==> src/rtl/level_scroller.sv <==
// level_scroller
// Draws the dashed scrolling ground and owns NOBS obstacle slots. Obstacles
// are spawned into three height lanes from a Galois LFSR, scroll left once per
// frame, and retire (scoring a pass) when they leave the left edge. It also
// produces a sticky pixel-exact collision flag against the character sprite.
//
// Ports:
//   Clk          pixel clock
//   Reset        asynchronous active-low reset
//   frame_tick   one-Clk pulse per frame
//   game_run     high while the game is running (freezes state when low)
//   game_restart one-cycle synchronous restart, wins over frame_tick
//   speed        scroll step minus one (step = speed+1 px/frame)
//   hc, vc       current pixel position
//   player_pix   sprite pixel at hc/vc, 0 = transparent
//   level_pix    registered ground/obstacle pixel (1-cycle latency)
//   hit          sticky collision flag (registered)
//   score        obstacles passed, saturating
//   obs_active   slot valid bits
module level_scroller #(
    parameter int          CIDXW    = 3,
    parameter int          CORDW    = 10,
    parameter int          NOBS     = 4,
    parameter int          GROUND_Y = 308,
    parameter int          X_LEFT   = 170,
    parameter int          X_RIGHT  = 750,
    parameter int          OBS_W    = 16,
    parameter int          OBS_H    = 24,
    parameter int          COOLMIN  = 40,
    parameter logic [15:0] SEED     = 16'hACE1
) (
    input  logic             Clk,
    input  logic             Reset,
    input  logic             frame_tick,
    input  logic             game_run,
    input  logic             game_restart,
    input  logic [2:0]       speed,
    input  logic [CORDW-1:0] hc,
    input  logic [CORDW-1:0] vc,
    input  logic [CIDXW:0]   player_pix,
    output logic [CIDXW:0]   level_pix,
    output logic             hit,
    output logic [15:0]      score,
    output logic [NOBS-1:0]  obs_active
);
    // Cooldown must hold COOLMIN + 31.
    localparam int CDW = 8;

    localparam logic [CORDW:0]   XL     = (CORDW+1)'(X_LEFT);
    localparam logic [CORDW:0]   XR     = (CORDW+1)'(X_RIGHT);
    localparam logic [CORDW:0]   GY0    = (CORDW+1)'(GROUND_Y);
    localparam logic [CORDW:0]   GY1    = (CORDW+1)'(GROUND_Y + 1);
    localparam logic [CORDW:0]   L1_TOP = (CORDW+1)'(GROUND_Y - OBS_H);
    localparam logic [CORDW:0]   L2_TOP = (CORDW+1)'(GROUND_Y - 2*OBS_H);
    localparam logic [CORDW:0]   L3_TOP = (CORDW+1)'(GROUND_Y - 3*OBS_H);
    localparam logic [CORDW:0]   OBW1   = (CORDW+1)'(OBS_W - 1);
    localparam logic [CORDW:0]   OBH1   = (CORDW+1)'(OBS_H - 1);
    localparam logic [CORDW-1:0] SPAWN_X = CORDW'(X_RIGHT);
    localparam logic [CDW-1:0]   COOL0  = CDW'(COOLMIN);
    localparam logic [CIDXW:0]   GROUND_COL = (CIDXW+1)'(7);

    logic [CORDW-1:0] slot_x    [NOBS];
    logic [1:0]       slot_lane [NOBS];
    logic [2:0]       phase;
    logic [15:0]      lfsr;
    logic [CDW-1:0]   cooldown;

    logic [3:0]       step;
    logic             frame_upd;
    logic [CORDW:0]   hc_w;
    logic [CORDW:0]   vc_w;
    logic             in_cols;
    logic             ground_on;
    logic             obs_match;
    logic [CIDXW:0]   obs_col;

    logic [CORDW-1:0] x_nxt    [NOBS];
    logic [1:0]       lane_nxt [NOBS];
    logic [NOBS-1:0]  act_nxt;
    logic [NOBS-1:0]  first_free;
    logic [3:0]       retire_cnt;
    logic [16:0]      score_sum;
    logic [CDW-1:0]   cd_nxt;
    logic [15:0]      lfsr_nxt;

    function automatic logic [CORDW:0] lane_top(input logic [1:0] lane);
        case (lane)
            2'd1:    lane_top = L1_TOP;
            2'd2:    lane_top = L2_TOP;
            2'd3:    lane_top = L3_TOP;
            default: lane_top = '0;
        endcase
    endfunction

    assign step      = {1'b0, speed} + 4'd1;
    assign frame_upd = frame_tick & game_run & ~game_restart;
    assign hc_w      = {1'b0, hc};
    assign vc_w      = {1'b0, vc};
    assign in_cols   = (hc_w >= XL) && (hc_w <= XR);
    assign ground_on = ((vc_w == GY0) && (hc[2:0] == phase)) ||
                       ((vc_w == GY1) && (hc[2:0] != phase));

    // Galois form, taps 16,14,13,11; a nonzero state never maps to zero.
    assign lfsr_nxt   = {1'b0, lfsr[15:1]} ^ (lfsr[0] ? 16'hB400 : 16'h0000);
    // One-hot of the lowest clear bit; zero when every slot is busy.
    assign first_free = ~obs_active & (obs_active + NOBS'(1));

    // Walk slots from the top down so the lowest-index match wins.
    always_comb begin
        obs_match = 1'b0;
        obs_col   = '0;
        for (int i = NOBS-1; i >= 0; i--) begin
            if (in_cols && obs_active[i] && (slot_lane[i] != 2'd0) &&
                (hc_w >= {1'b0, slot_x[i]}) &&
                (hc_w <= {1'b0, slot_x[i]} + OBW1) &&
                (vc_w >= lane_top(slot_lane[i])) &&
                (vc_w <= lane_top(slot_lane[i]) + OBH1)) begin
                obs_match = 1'b1;
                obs_col   = (CIDXW+1)'(3) + (CIDXW+1)'(slot_lane[i]);
            end
        end
    end

    // Spawn decisions look at the pre-update occupancy, so a slot freed by a
    // retirement this frame cannot be refilled until the next frame.
    always_comb begin
        x_nxt      = slot_x;
        lane_nxt   = slot_lane;
        act_nxt    = obs_active;
        retire_cnt = '0;
        cd_nxt     = cooldown;
        for (int i = 0; i < NOBS; i++) begin
            if (obs_active[i]) begin
                if ({1'b0, slot_x[i]} < XL + (CORDW+1)'(step)) begin
                    act_nxt[i]  = 1'b0;
                    x_nxt[i]    = '0;
                    lane_nxt[i] = '0;
                    retire_cnt  = retire_cnt + 4'd1;
                end else begin
                    x_nxt[i] = slot_x[i] - CORDW'(step);
                end
            end
        end
        if (cooldown != '0) begin
            cd_nxt = cooldown - CDW'(1);
        end else if (lfsr[1:0] == 2'd0) begin
            cd_nxt = COOL0;
        end else if (first_free != '0) begin
            cd_nxt = COOL0 + CDW'(lfsr[7:3]);
            for (int i = 0; i < NOBS; i++) begin
                if (first_free[i]) begin
                    act_nxt[i]  = 1'b1;
                    x_nxt[i]    = SPAWN_X;
                    lane_nxt[i] = lfsr[1:0];
                end
            end
        end else begin
            cd_nxt = '0;
        end
        score_sum = {1'b0, score} + 17'(retire_cnt);
    end

    always_ff @(posedge Clk or negedge Reset) begin
        if (!Reset) begin
            for (int i = 0; i < NOBS; i++) begin
                slot_x[i]    <= '0;
                slot_lane[i] <= '0;
            end
            obs_active <= '0;
            phase      <= '0;
            lfsr       <= SEED;
            cooldown   <= COOL0;
            score      <= '0;
        end else if (game_restart) begin
            for (int i = 0; i < NOBS; i++) begin
                slot_x[i]    <= '0;
                slot_lane[i] <= '0;
            end
            obs_active <= '0;
            phase      <= '0;
            cooldown   <= COOL0;
            score      <= '0;
        end else if (frame_upd) begin
            slot_x     <= x_nxt;
            slot_lane  <= lane_nxt;
            obs_active <= act_nxt;
            phase      <= phase - step[2:0];
            lfsr       <= lfsr_nxt;
            cooldown   <= cd_nxt;
            score      <= score_sum[16] ? 16'hFFFF : score_sum[15:0];
        end
    end

    always_ff @(posedge Clk or negedge Reset) begin
        if (!Reset) begin
            level_pix <= '0;
        end else if (!game_run) begin
            level_pix <= '0;
        end else if (obs_match) begin
            level_pix <= obs_col;
        end else if (in_cols && ground_on) begin
            level_pix <= GROUND_COL;
        end else begin
            level_pix <= '0;
        end
    end

    always_ff @(posedge Clk or negedge Reset) begin
        if (!Reset) begin
            hit <= 1'b0;
        end else if (game_restart) begin
            hit <= 1'b0;
        end else if (game_run && obs_match && (player_pix != '0)) begin
            hit <= 1'b1;
        end
    end

endmodule

==> config.mk <==
export PLATFORM = sky130hd
export DESIGN_NAME = level_scroller
export DESIGN_NICKNAME = d
export VERILOG_FILES = /design/src/rtl/level_scroller.sv
export SDC_FILE = /design/constraint.sdc
export NUM_CORES = 1
export LEC_CHECK = 0
export CAP_MARGIN = 5
export CORE_MARGIN = 10
export CORE_UTILIZATION = 65
export DETAILED_ROUTE_END_ITERATION = 8
export GPL_ROUTABILITY_DRIVEN = 0
export GPL_TIMING_DRIVEN = 0
export MAX_ROUTING_LAYER = met4
export PLACE_DENSITY = 0.85
export SKIP_CTS_REPAIR_TIMING = 1
export SLEW_MARGIN = 20
export SYNTH_ARGS = -nofsm -noshare
export SYNTH_HDL_FRONTEND = slang
export SYNTH_SLANG_ARGS = --single-unit
==> constraint.sdc <==
create_clock -name Clk -period 14.7 [get_ports Clk]
set_clock_uncertainty 0.05 [all_clocks]
set_input_delay 1.47 -clock Clk [delete_from_list [all_inputs] [get_ports Clk]]
set_output_delay 1.47 -clock Clk [all_outputs]
set_load 0.01 [all_outputs]
# --- After elaboration in Yosys (flattened, before gate mapping) ---
# Cells that the tools add are included.
op_classes:
  reduce_logical: 42
  n_eq_ne: 16
  bitwise_logic: 6
  add_sub_neg: 26
  order_cmp: 22
  muxes: 87
ops:
  columns: ["operator", "count"]
  rows:
  - ["40-bit two-way mux", 5]
  - ["10-bit two-way mux", 12]
  - ["9-bit case mux with 3 select lines", 4]
  - ["10-bit by 11-bit less-or-equal comparator with 1-bit output", 8]
  - ["16-bit two-way mux", 4]
  - ["4-bit two-way mux", 16]
  - ["8-bit two-way mux", 8]
  - ["10-bit by 4-bit adder with 11-bit output, second input constant", 4]
  - ["11-bit by 5-bit adder with 11-bit output, second input constant", 4]
  - ["10-bit by 11-bit greater-or-equal comparator with 1-bit output", 4]
  - ["10-bit greater-or-equal comparator", 4]
  - ["10-bit by 4-bit subtractor with 10-bit output", 4]
  - ["10-bit by 11-bit < comparator with 1-bit output", 3]
  - ["1-bit logical AND", 30]
  - ["2-bit two-way mux", 12]
  - ["10-bit by 9-bit equality test with 1-bit output, second input constant", 2]
  - ["1-bit two-way mux", 20]
  - ["16-bit by 4-bit adder with 17-bit output", 1]
  - ["4-bit by 1-bit adder with 4-bit output, second input constant", 4]
  - ["2-bit equality test, second input constant", 8]
  - ["15-bit by 16-bit bitwise XOR with 16-bit output", 1]
  - ["7-bit two-way mux", 2]
  - ["2-bit by 2-bit adder with 3-bit output, first input constant", 4]
  - ["3-bit two-way mux", 4]
  - ["21 further kinds", 31]
totals:
  output_inout_bits: 25
  in_bits: 32
  reg_bits: 100

# --- Logic depth before layout (Yosys ltp) ---
# Gate-level depths: netlist (run 1).
logic_depth:
  depth_word: 18
  mapped_depth: 28
  mapped_depth_nobuf: 25

# --- Worst setup path before layout (run 1) ---
# No wires, ideal clock.
synth_path:
  path_type: "input-to-reg"
  start: "input port speed[0]"
  end: "register score[7]"
  setup_time_ps: 99
  stages: 28
  path_buffers: 3
  t_arrival_ps: 7173
  slack_ps: 7378
  cell_sequence: "ha_1 xnor2_1 buf_1 inv_2 ha_1 inv_1 ha_1 o21a_1 o21a_1 o21ai_0 a211o_1 clkbuf_1 ha_1 mux2_2 ha_1 mux2_2 ha_1 mux2i_1 fa_1 inv_1 a21o_1 a21oi_1 or3_1 or2_2 clkbuf_1 a21oi_1 nor2_1 a311oi_1"
synth_via:
  elab_chain_cells: 18
synth_lines:
  columns: ["element", "line", "text"]
  rows:
  - ["start, declared", "37", "input logic [2:0] speed,"]
  - ["3-bit by 1-bit adder with 4-bit output (*)", "95", "assign step = {1'b0, speed} + 4'd1;"]
  - ["8-bit by 4-bit adder with 9-bit output (*)", "134", "if ({1'b0, slot_x[i]} < XL + (CORDW+1)'(step)) begin"]
  - ["10-bit by 11-bit < comparator with 1-bit output", "134", null]
  - ["1-bit two-way mux", "134", null]
  - ["1-bit two-way mux", "133", "if (obs_active[i]) begin"]
  - ["4-bit by 1-bit adder with 4-bit output", "138", "retire_cnt = retire_cnt + 4'd1;"]
  - ["4-bit two-way mux", "134", null]
  - ["4-bit two-way mux", "133", null]
  - ["[2 not listed]", null, null]
  - ["4-bit two-way mux", "133", null]
  - ["4-bit by 1-bit adder with 4-bit output", "138", null]
  - ["4-bit two-way mux", "134", null]
  - ["4-bit two-way mux (*)", "133", null]
  - ["16-bit by 4-bit adder with 17-bit output (*)", "160", "score_sum = {1'b0, score} + 17'(retire_cnt);"]
  - ["16-bit two-way mux (*)", "190", "score <= score_sum[16] ? 16'hFFFF : score_sum[15:0];"]
  - ["16-bit two-way mux (*)", "183", "end else if (frame_upd) begin"]
  - ["16-bit two-way mux (*)", "174", "end else if (game_restart) begin"]
  - ["end signal, assigned", "190", null]
  - ["end, declared", "43", "output logic [15:0] score,"]
# Mark *: on every way between the ends. The rest lies on a longest branch, timed or not. The select of a mux whose other input is x is not followed.
# A chain may end at the register's enable or synchronous reset.

# --- Final worst setup path (run 1) ---
# Ends and elaborated chain as after synthesis.

==> results_dict.tcl, run 1 <==
set metrics [dict create \
    track_usage 0.2960 \
    synth-seq-area-share 0.2293 \
    dpl.cell_count 1586 \
    multi_input_area_um2 7789 \
    totalPowerFinal_uw 692.2 \
    syn-cell-area_um2 10860 \
    path_clk_slew_ns 0.07 \
    slew_violations 0 \
    maxCapViolations 0 \
    ys.flop_type "dfrtp_1" \
    clockBufferDepth 2 \
    layout-drive-gt1-share 0.03980 \
    fin_cells 1603 \
    critPathMaxFanout 10 \
    initial_core_util 0.6593 \
    final_nets 1629 \
    async_flop_share 1.000 \
    numCtsBuffers 9 \
    grt-ovfl-total 0 \
    drt_iter0_markers 1277 \
    wire_per_inst_um 20.46 \
    cp-end-kind "flop" \
    grt_pass1_wl_um 51610 \
    synth_cells 1311 \
    hold_viol_final 0 \
    grt_max_degree 59 \
    drt-pass1-iter-count 6 \
    htree_levels 3 \
    rsz0062_at_grt "no" \
    outcome "finished, final reports clean" \
    die_h_um 149.2 \
    rows 47 \
    avgSynthCellArea_um2 8.281 \
    met1_length_um 13440 \
    critPathKind "primary input to flop" \
    drc 0 \
    fp.dieW_um 149.2 \
    post-route-util 0.7288 \
    die-area_um2 22270 \
    antenna_found_initial 1 \
    finalCritPeriodShare 0.6223 \
    yosys.area.top_type_share 0.2455 \
    hold_path.class "flop to flop" \
    fmax_mhz 109.3 \
    relSlewSlack 0.2169 \
    viasPerCell 6.564 \
    crit_required_ns 14.92 \
    ir_drop_v 0.00008093 \
    final_antenna_net_count 0 \
    nFillCells 1333 \
    via_count 10520 \
    clock_latency_ns 0.37 \
    fin_setup_tns_ns 0 \
    synth.most_common_cell "ha_1" \
    synth_nets 1563 \
    top_layer_used "met4" \
    ys_ff_latch 99 \
    cts_tree "built" \
    synthTopCellsByCount "ha_1, nand2_1, inv_1" \
    ys_top_cells_by_area "ha_1, dfrtp_1, nand2_1" \
    fin_crit_ns 9.148 \
    root_buffer "clkbuf_16" \
    register_area_um2 2490 \
    hpwl_um 24250 \
    met3_length_um 2878 \
    startpoint_type "primary input" \
    wl_met2_um 15010 \
    p_leak_uw 0.005057 \
    powerDensity_nw_per_um2 57.68 \
    ioPinCount 57 \
    yosysWarnings 0 \
    core_um2 16470 \
    io_buffer_count 54 \
    final_area_um2 12000 \
    arrival_ns 9.37 \
    clkSinkCount 99 \
    synth_edf_count 0 \
    wirelength_um 32800 \
    grt_pass1_vias 10120 \
    area_growth_pct 10.53 \
    worst_pin_slew_ns 1.164 \
    ys_types 80 \
    placed_cell_area_um2 11700 \
    synth_top_area_cell "ha_1" \
    setup_violations 0 \
]
==> where the power goes <==
| group | switching (µW) | internal (µW) |
|---|---|---|
| logic | 101 | 59.2 |
| registers | 6.85 | 283 |
| clock network | 120 | 124 |
| total | 227 | 465 |
==> worst max-delay path, stage by stage <==
cell	delay, ns
clkdlybuf4s50_1	0.44
ha_1	0.22
xnor2_1	0.28
buf_1	0.60
inv_2	0.29
ha_1	0.28
xnor2_1	0.67
ha_1	0.37
o21a_1	0.11
o21ai_0	0.14
a211o_1	0.21
clkbuf_1	0.40
ha_1	0.32
mux2_2	0.32
ha_1	0.30
mux2_2	0.29
ha_1	0.30
mux2i_1	0.09
fa_1	0.45
inv_1	0.07
a21o_1	0.11
a21oi_1	0.11
or3_1	0.46
or2_2	0.33
clkbuf_1	0.25
a21oi_1	0.20
nor2_1	0.06
a311oi_1	0.23
==> metrics by stage <==
stage	hold slack (ns)	setup slack (ns)
floorplan	0.3886	7.378
global placement	0.3962	5.490
detailed placement	0.4085	5.434
CTS	0.4224	5.780
global route	0.4465	5.333
finish	0.4192	5.552
==> kinds of logic (layout without fill, tap and decap cells) <==
group                      after synthesis  in the layout  share of synthesized area
buffers and inverters                  151            222                    0.05336
muxes                                    9              9                   0.008644
and+or+nand+nor                        405            405                     0.1813
xor gates and xnor gates                62             62                    0.05002
other                                    1              2                  0.0003454
adders and majority gates              223            223                     0.2612
DFF                                     99             99                     0.2293
AOI/OAI and AO/OA                      361            361                     0.2159
==> cell type report <==
cell class | count | share of cell area
Clock inverter | 6 | 0.004692
Timing Repair Buffer | 55 | 0.04744
Multi-Input combinational cell | 1061 | 0.6490
Tap cell | 220 | 0.02294
Antenna cell | 1 | 0.0002085
Inverter | 101 | 0.03159
Sequential cell | 99 | 0.2075
Clock buffer | 10 | 0.01991
Buffer | 50 | 0.01668
==> placed cells by master (no fill, tap or decap), types with 7 or more instances in the layout <==
master / Yosys / routed
nand2_1: 130 / 130
or3_1: 9 / 9
nor3_1: 38 / 38
a21oi_1: 85 / 85
a31oi_1: 27 / 27
a211o_1: 8 / 8
inv_1: 100 / 100
ha_1: 213 / 213
nand3_1: 30 / 30
nand2b_1: 11 / 11
dfrtp_1: 89 / 89
and3_1: 11 / 11
clkbuf_16: 0 / 9
nor2b_1: 13 / 13
clkbuf_1: 40 / 40
o21a_1: 18 / 18
o21ai_0: 92 / 92
nor2_1: 91 / 91
dfstp_2: 10 / 10
a211oi_1: 16 / 16
o22ai_1: 9 / 9
a21o_1: 22 / 22
and2_1: 7 / 7
o32ai_1: 7 / 7
nand4_1: 17 / 17
nor4_1: 12 / 12
xnor2_1: 55 / 55
fa_1: 7 / 7
xor2_1: 7 / 7
clkdlybuf4s50_1: 0 / 53
o31ai_1: 12 / 12
==> layer usage <==
layer,global-route usage,vias up
met4,0.1477,0
met2,0.4633,569
met3,0.04369,123
li1,-,4912
met1,0.3665,4918
met5,-,-
==> registers in the layout, indices dropped and copies added (netlist names) <==
name	count
cooldown	8
slot_lane	8
phase	3
slot_x	40
hit	1
level_pix	3
score	16
lfsr	16
obs_active	4
==> worst paths after layout <==
path	to	from	slack (ns)	cells after the start
worst max-delay path	score[7]	speed[0]	5.55	28
worst min-delay path	lfsr[11]	lfsr[11]	0.42	2
worst max register to register	score[7]	slot_x[21]	8.64	23
worst min register to register	lfsr[11]	lfsr[11]	0.42	2
max in group asynchronous	lfsr[11]	Reset	12.94	2
min in group asynchronous	slot_x[12]	Reset	0.96	1
No activity file was read; power rests on OpenSTA's default activity.
==> run 2, diff against run 1 <==
--- a/config.mk
+++ b/config.mk
@@ -7,12 +7,12 @@
 export LEC_CHECK = 0
 export CAP_MARGIN = 5
 export CORE_MARGIN = 10
-export CORE_UTILIZATION = 65
+export CORE_UTILIZATION = 63
 export DETAILED_ROUTE_END_ITERATION = 8
 export GPL_ROUTABILITY_DRIVEN = 0
 export GPL_TIMING_DRIVEN = 0
 export MAX_ROUTING_LAYER = met4
-export PLACE_DENSITY = 0.85
+export PLACE_DENSITY = 0.83
 export SKIP_CTS_REPAIR_TIMING = 1
 export SLEW_MARGIN = 20
 export SYNTH_ARGS = -nofsm -noshare
==> constraint.sdc (replaced) <==
create_clock -name Clk -period 9 [get_ports Clk]
set_clock_uncertainty 0.05 [all_clocks]
set_input_delay 0.9 -clock Clk [delete_from_list [all_inputs] [get_ports Clk]]
set_output_delay 0.9 -clock Clk [all_outputs]
set_load 0.01 [all_outputs]
==> results_dict.tcl, run 2 (synthesis results as in run 1) <==
set metrics [dict create \
    outcome "finished, final reports clean" \
    arrival_ns 8.74 \
    via_count 10430 \
    core_um2 16760 \
    root_buffer "clkbuf_16" \
    rsz0062_at_grt "no" \
    r2r_setup_slack_ns 2.87 \
    critPathMaxStageDelay_ns 0.62 \
    p_leak_uw 0.005042 \
    cp-end-kind "flop" \
    io_buffer_count 54 \
    grt_max_degree 71 \
    hold_path.class "primary input to async pin" \
    cts_tree "built" \
    startpoint_type "primary input" \
    nFillCells 1346 \
    die-area_um2 22880 \
    relSlewSlack 0.2593 \
    slew_violations 0 \
    initial_core_util 0.6478 \
    largest_register_ffs 40 \
    rows 47 \
    fmax_mhz 117.3 \
    path_clk_slew_ns 0.07 \
    slowest_stage "xnor2_1" \
    fp.dieW_um 151.3 \
    timing.rr.start "slot_x[21]" \
    reg2regPathDepth 23 \
    ioPinCount 57 \
    maxCapViolations 0 \
    hpwl_um 24520 \
    finalCritPeriodShare 0.9473 \
    drt_iter0_markers 1185 \
    area_growth_pct 10.36 \
    layout_commonest_cell "ha_1" \
    grt_pass1_wl_um 52160 \
    grt-ovfl-total 0 \
    setup_violations 0 \
    wire_per_inst_um 20.47 \
    path_common_cell "ha_1" \
    regMostFlops "slot_x" \
    final_antenna_net_count 0 \
    drc 0 \
    die_h_um 151.3 \
    antenna_found_initial 0 \
    ir_drop_v 0.00009605 \
    final_nets 1629 \
    layout-drive-gt1-share 0.03907 \
    drt-pass1-iter-count 6 \
    clockBufferDepth 2 \
    clkSinkCount 99 \
    htree_levels 3 \
    viasPerCell 6.512 \
    critPathKind "primary input to flop" \
    grt_pass1_vias 10080 \
    track_usage 0.2936 \
    numCtsBuffers 9 \
    critPathMaxFanout 10 \
    reg_top3 "slot_x x40, lfsr x16, score x16" \
    fin_setup_tns_ns 0 \
    hold_viol_final 0 \
    totalPowerFinal_uw 1113 \
    layout_common_cells "ha_1, nand2_1, inv_1" \
    clock_latency_ns 0.36 \
    fin_crit_ns 8.525 \
    powerDensity_nw_per_um2 92.89 \
    wirelength_um 32800 \
    insertedDiodeCount 0 \
    worst_pin_slew_ns 1.104 \
    r2r_end "score[7]" \
    crit_required_ns 9.21 \
]
## run 2: cell count changes in the layout (fill, tap and decap cells not counted)
cell / previous run / this run
clkbuf_1: 40 / 41
clkbuf_8: 1 / 0
clkinv_2: 0 / 1
clkinv_4: 1 / 0
clkinvlp_4: 1 / 3
diode_2: 1 / 0
inv_6: 2 / 0
## run 2: worst max-delay path, delay by kind of cell
family / cells / cell delay, ns
buffers and inverters: 6 / 2.06
adders and majority gates: 7 / 2.26
and+or+nand+nor: 3 / 0.84
muxes: 3 / 0.70
xor gates and xnor gates: 2 / 0.82
AOI/OAI and AO/OA: 7 / 1.13
## run 2: per-layer routing
layer	vias up	routed length [µm]	track usage	share of wire
met3	103	2864	0.04594	0.087
met5	-	0	-	0
met2	518	14670	0.4561	0.45
met1	4914	13950	0.3714	0.43
met4	0	1314	0.1285	0.040
li1	4897	-	-	-
## run 2: report_power, final
group          leakage, µW  internal, µW  switching (µW)
clock             0.000129           191             192
combinational      0.00357          96.0             160
sequential         0.00134           462            11.7
## run 2: area by class of cell
class / count / area [µm²] / area share
multi-input cells: 1061 / 7789 / 0.6501
flip-flops and latches: 99 / 2490 / 0.2078
repair buffers: 55 / 569.3 / 0.04751
inverters: 101 / 379.1 / 0.03164
well taps: 220 / 275.3 / 0.02297
clock buffers: 10 / 229.0 / 0.01911
plain buffers: 50 / 200.2 / 0.01671
clock inverters: 6 / 50.05 / 0.004177
## run 2: worst max path at each step
stage	start	to	slack (ns)	depth (start not counted)
floorplan	speed[0]	score[7]	2.25	28
global placement	speed[0]	score[7]	0.39	28
detailed placement	speed[0]	score[7]	0.40	28
CTS	speed[0]	score[7]	0.69	28
global route	speed[0]	score[7]	0.11	27
finish	speed[0]	score[7]	0.47	28
## run 2: stage by stage
stage	setup WS (ns)	cell area [µm²]	hold WS, ns	utilization	instances
after CTS	0.6897	11980	0.3716	0.7148	1602
after global routing	0.1069	11980	0.3834	0.7149	1602
after detailed placement	0.4043	11700	0.3978	0.6982	1586
after global placement	0.3894	11670	0.3999	0.6965	1585
final	0.4745	11980	0.3632	0.7149	1602
after floorplan	2.248	10860	0.3886	-	1311
==> run 3, diff against run 2 <==
--- a/config.mk
+++ b/config.mk
@@ -7,12 +7,12 @@
 export LEC_CHECK = 0
 export CAP_MARGIN = 5
 export CORE_MARGIN = 10
-export CORE_UTILIZATION = 63
+export CORE_UTILIZATION = 26
+export CTS_CLUSTER_DIAMETER = 200
 export DETAILED_ROUTE_END_ITERATION = 8
 export GPL_ROUTABILITY_DRIVEN = 0
 export GPL_TIMING_DRIVEN = 0
 export MAX_ROUTING_LAYER = met4
-export PLACE_DENSITY = 0.83
 export SKIP_CTS_REPAIR_TIMING = 1
 export SLEW_MARGIN = 20
 export SYNTH_ARGS = -nofsm -noshare
==> results_dict.tcl, run 3 (synthesis results as in run 1) <==
set metrics [dict create \
    fp.dieW_um 224.3 \
    grt-ovfl-total 0 \
    via_count 10290 \
    drt_iter0_markers 758 \
    wirelength_um 35310 \
    root_buffer "clkbuf_16" \
    drc 0 \
    switchingPower_uw 390.9 \
    viasPerCell 5.374 \
    outcome "finished, final reports clean" \
    antenna_found_initial 1 \
    grt_pass1_vias 10210 \
    wire_per_inst_um 18.44 \
    combPwrFrac 0.225 \
    numCtsBuffers 9 \
    swShare 0.3405 \
    final_antenna_net_count 0 \
    io_buffer_count 54 \
    area_growth_pct 14.19 \
    worst_pin_slew_ns 1.070 \
    core_um2 41020 \
    ioPinCount 57 \
    holdWs_ns 0.4016 \
    finalCritPeriodShare 0.9532 \
    fmax_mhz 116.6 \
    rsz0062_at_grt "no" \
    clockBufferDepth 2 \
    worstSetupStartpoint "speed[0]" \
    clockPowerShare 0.364 \
    final_nets 1629 \
    die-area_um2 50330 \
    clkSinkCount 99 \
    layout_common_cells "ha_1, nand2_1, inv_1" \
    nFillCells 4326 \
    p_leak_uw 0.005059 \
    rows 74 \
    reg2regPathDepth 23 \
    initial_core_util 0.2647 \
    cts_tree "built" \
    die_h_um 224.3 \
    hold_viol_final 0 \
    ir_drop_v 0.00009023 \
    fin_setup_tns_ns 0 \
    critPathKind "primary input to flop" \
    drt-pass1-iter-count 5 \
    slew_violations 0 \
    fin_crit_ns 8.579 \
    setup_violations 0 \
    reg_top3 "slot_x x40, lfsr x16, score x16" \
    seq_power_share 0.411 \
    hold_path.class "primary input to async pin" \
    layout-drive-gt1-share 0.03980 \
    clock_latency_ns 0.37 \
    hpwl_um 27200 \
    htree_levels 3 \
    grt_max_degree 60 \
    p_int_uw 757.0 \
    r2r_end "score[7]" \
    largest_register_ffs 40 \
    powerDensity_nw_per_um2 92.60 \
    path_clk_slew_ns 0.09 \
    relSlewSlack 0.2816 \
    startpoint_type "primary input" \
    timing.rr.start "slot_x[21]" \
    grt_pass1_wl_um 56420 \
    maxCapViolations 0 \
    crit_required_ns 9.22 \
    critPathMaxFanout 10 \
    r2r_setup_slack_ns 2.84 \
    arrival_ns 8.80 \
    track_usage 0.1444 \
    layout_commonest_cell "ha_1" \
    cp-end-kind "flop" \
    regMostFlops "slot_x" \
]
## run 3: worst max-delay path by stage
stage | endpoint | slack, ns | cells past startpoint
CTS | score[7] | 0.55 | 28
global route | score[7] | 0.13 | 28
finish | score[7] | 0.42 | 28
global placement | score[7] | 0.25 | 28
floorplan | score[7] | 2.25 | 28
detailed placement | score[7] | 0.16 | 28
## run 3: cell type report
| type | count | area [µm²] | share of cell area |
|---|---|---|---|
| antenna | 1 | 2.502 | 0.0002019 |
| buffer | 50 | 200.2 | 0.01615 |
| clock buffer | 9 | 225.2 | 0.01817 |
| clock inverter | 7 | 75.07 | 0.006056 |
| inverter | 101 | 379.1 | 0.03058 |
| multi-input combinational | 1061 | 7790 | 0.6284 |
| sequential | 99 | 2490 | 0.2008 |
| tap | 532 | 665.6 | 0.05369 |
| timing repair buffer | 55 | 569.3 | 0.04592 |
## run 3: through the flow
step / total power [µW] / area, µm² / setup slack (ns) / instances / util
final: 1148 / 12400 / 0.4214 / 1915 / 0.3022
after global routing: 1209 / 12400 / 0.1349 / 1915 / 0.3022
after CTS: 1155 / 12390 / 0.5513 / 1914 / 0.3021
after detailed placement: 736.6 / 12090 / 0.1560 / 1898 / 0.2948
after global placement: 726.7 / 12060 / 0.2486 / 1897 / 0.2941
after floorplan: 629.8 / 10860 / 2.248 / 1311 / -
## run 3: power groups by stage
stage / clock network, µW / logic [µW] / registers (µW)
after CTS: 425 / 257 / 472
after floorplan: 0 / 151 / 478
after global routing: 444 / 291 / 474
final: 417 / 258 / 472
after global placement: 0 / 246 / 481
after detailed placement: 0 / 256 / 481
## run 3: worst max-delay path: stages
cell             delay [ns]
clkdlybuf4s50_1        0.45
ha_1                   0.22
xnor2_1                0.20
buf_1                  0.56
inv_2                  0.27
ha_1                   0.27
xnor2_1                0.71
ha_1                   0.38
o21a_1                 0.10
o21ai_0                0.18
a211o_1                0.25
clkbuf_1               0.43
ha_1                   0.32
mux2_2                 0.31
ha_1                   0.30
mux2_2                 0.30
ha_1                   0.30
mux2i_1                0.09
fa_1                   0.45
inv_1                  0.07
a21o_1                 0.10
a21oi_1                0.11
or3_1                  0.45
or2_2                  0.32
clkbuf_1               0.25
a21oi_1                0.19
nor2_1                 0.05
a311oi_1               0.24
## run 3: layer usage
layer / global-route usage / vias up / routed length [µm]
met5: - / - / 0
li1: - / 4902 / -
met2: 0.2295 / 357 / 15840
met4: 0.04299 / 0 / 929
met1: 0.1871 / 4964 / 16330
met3: 0.02082 / 68 / 2218
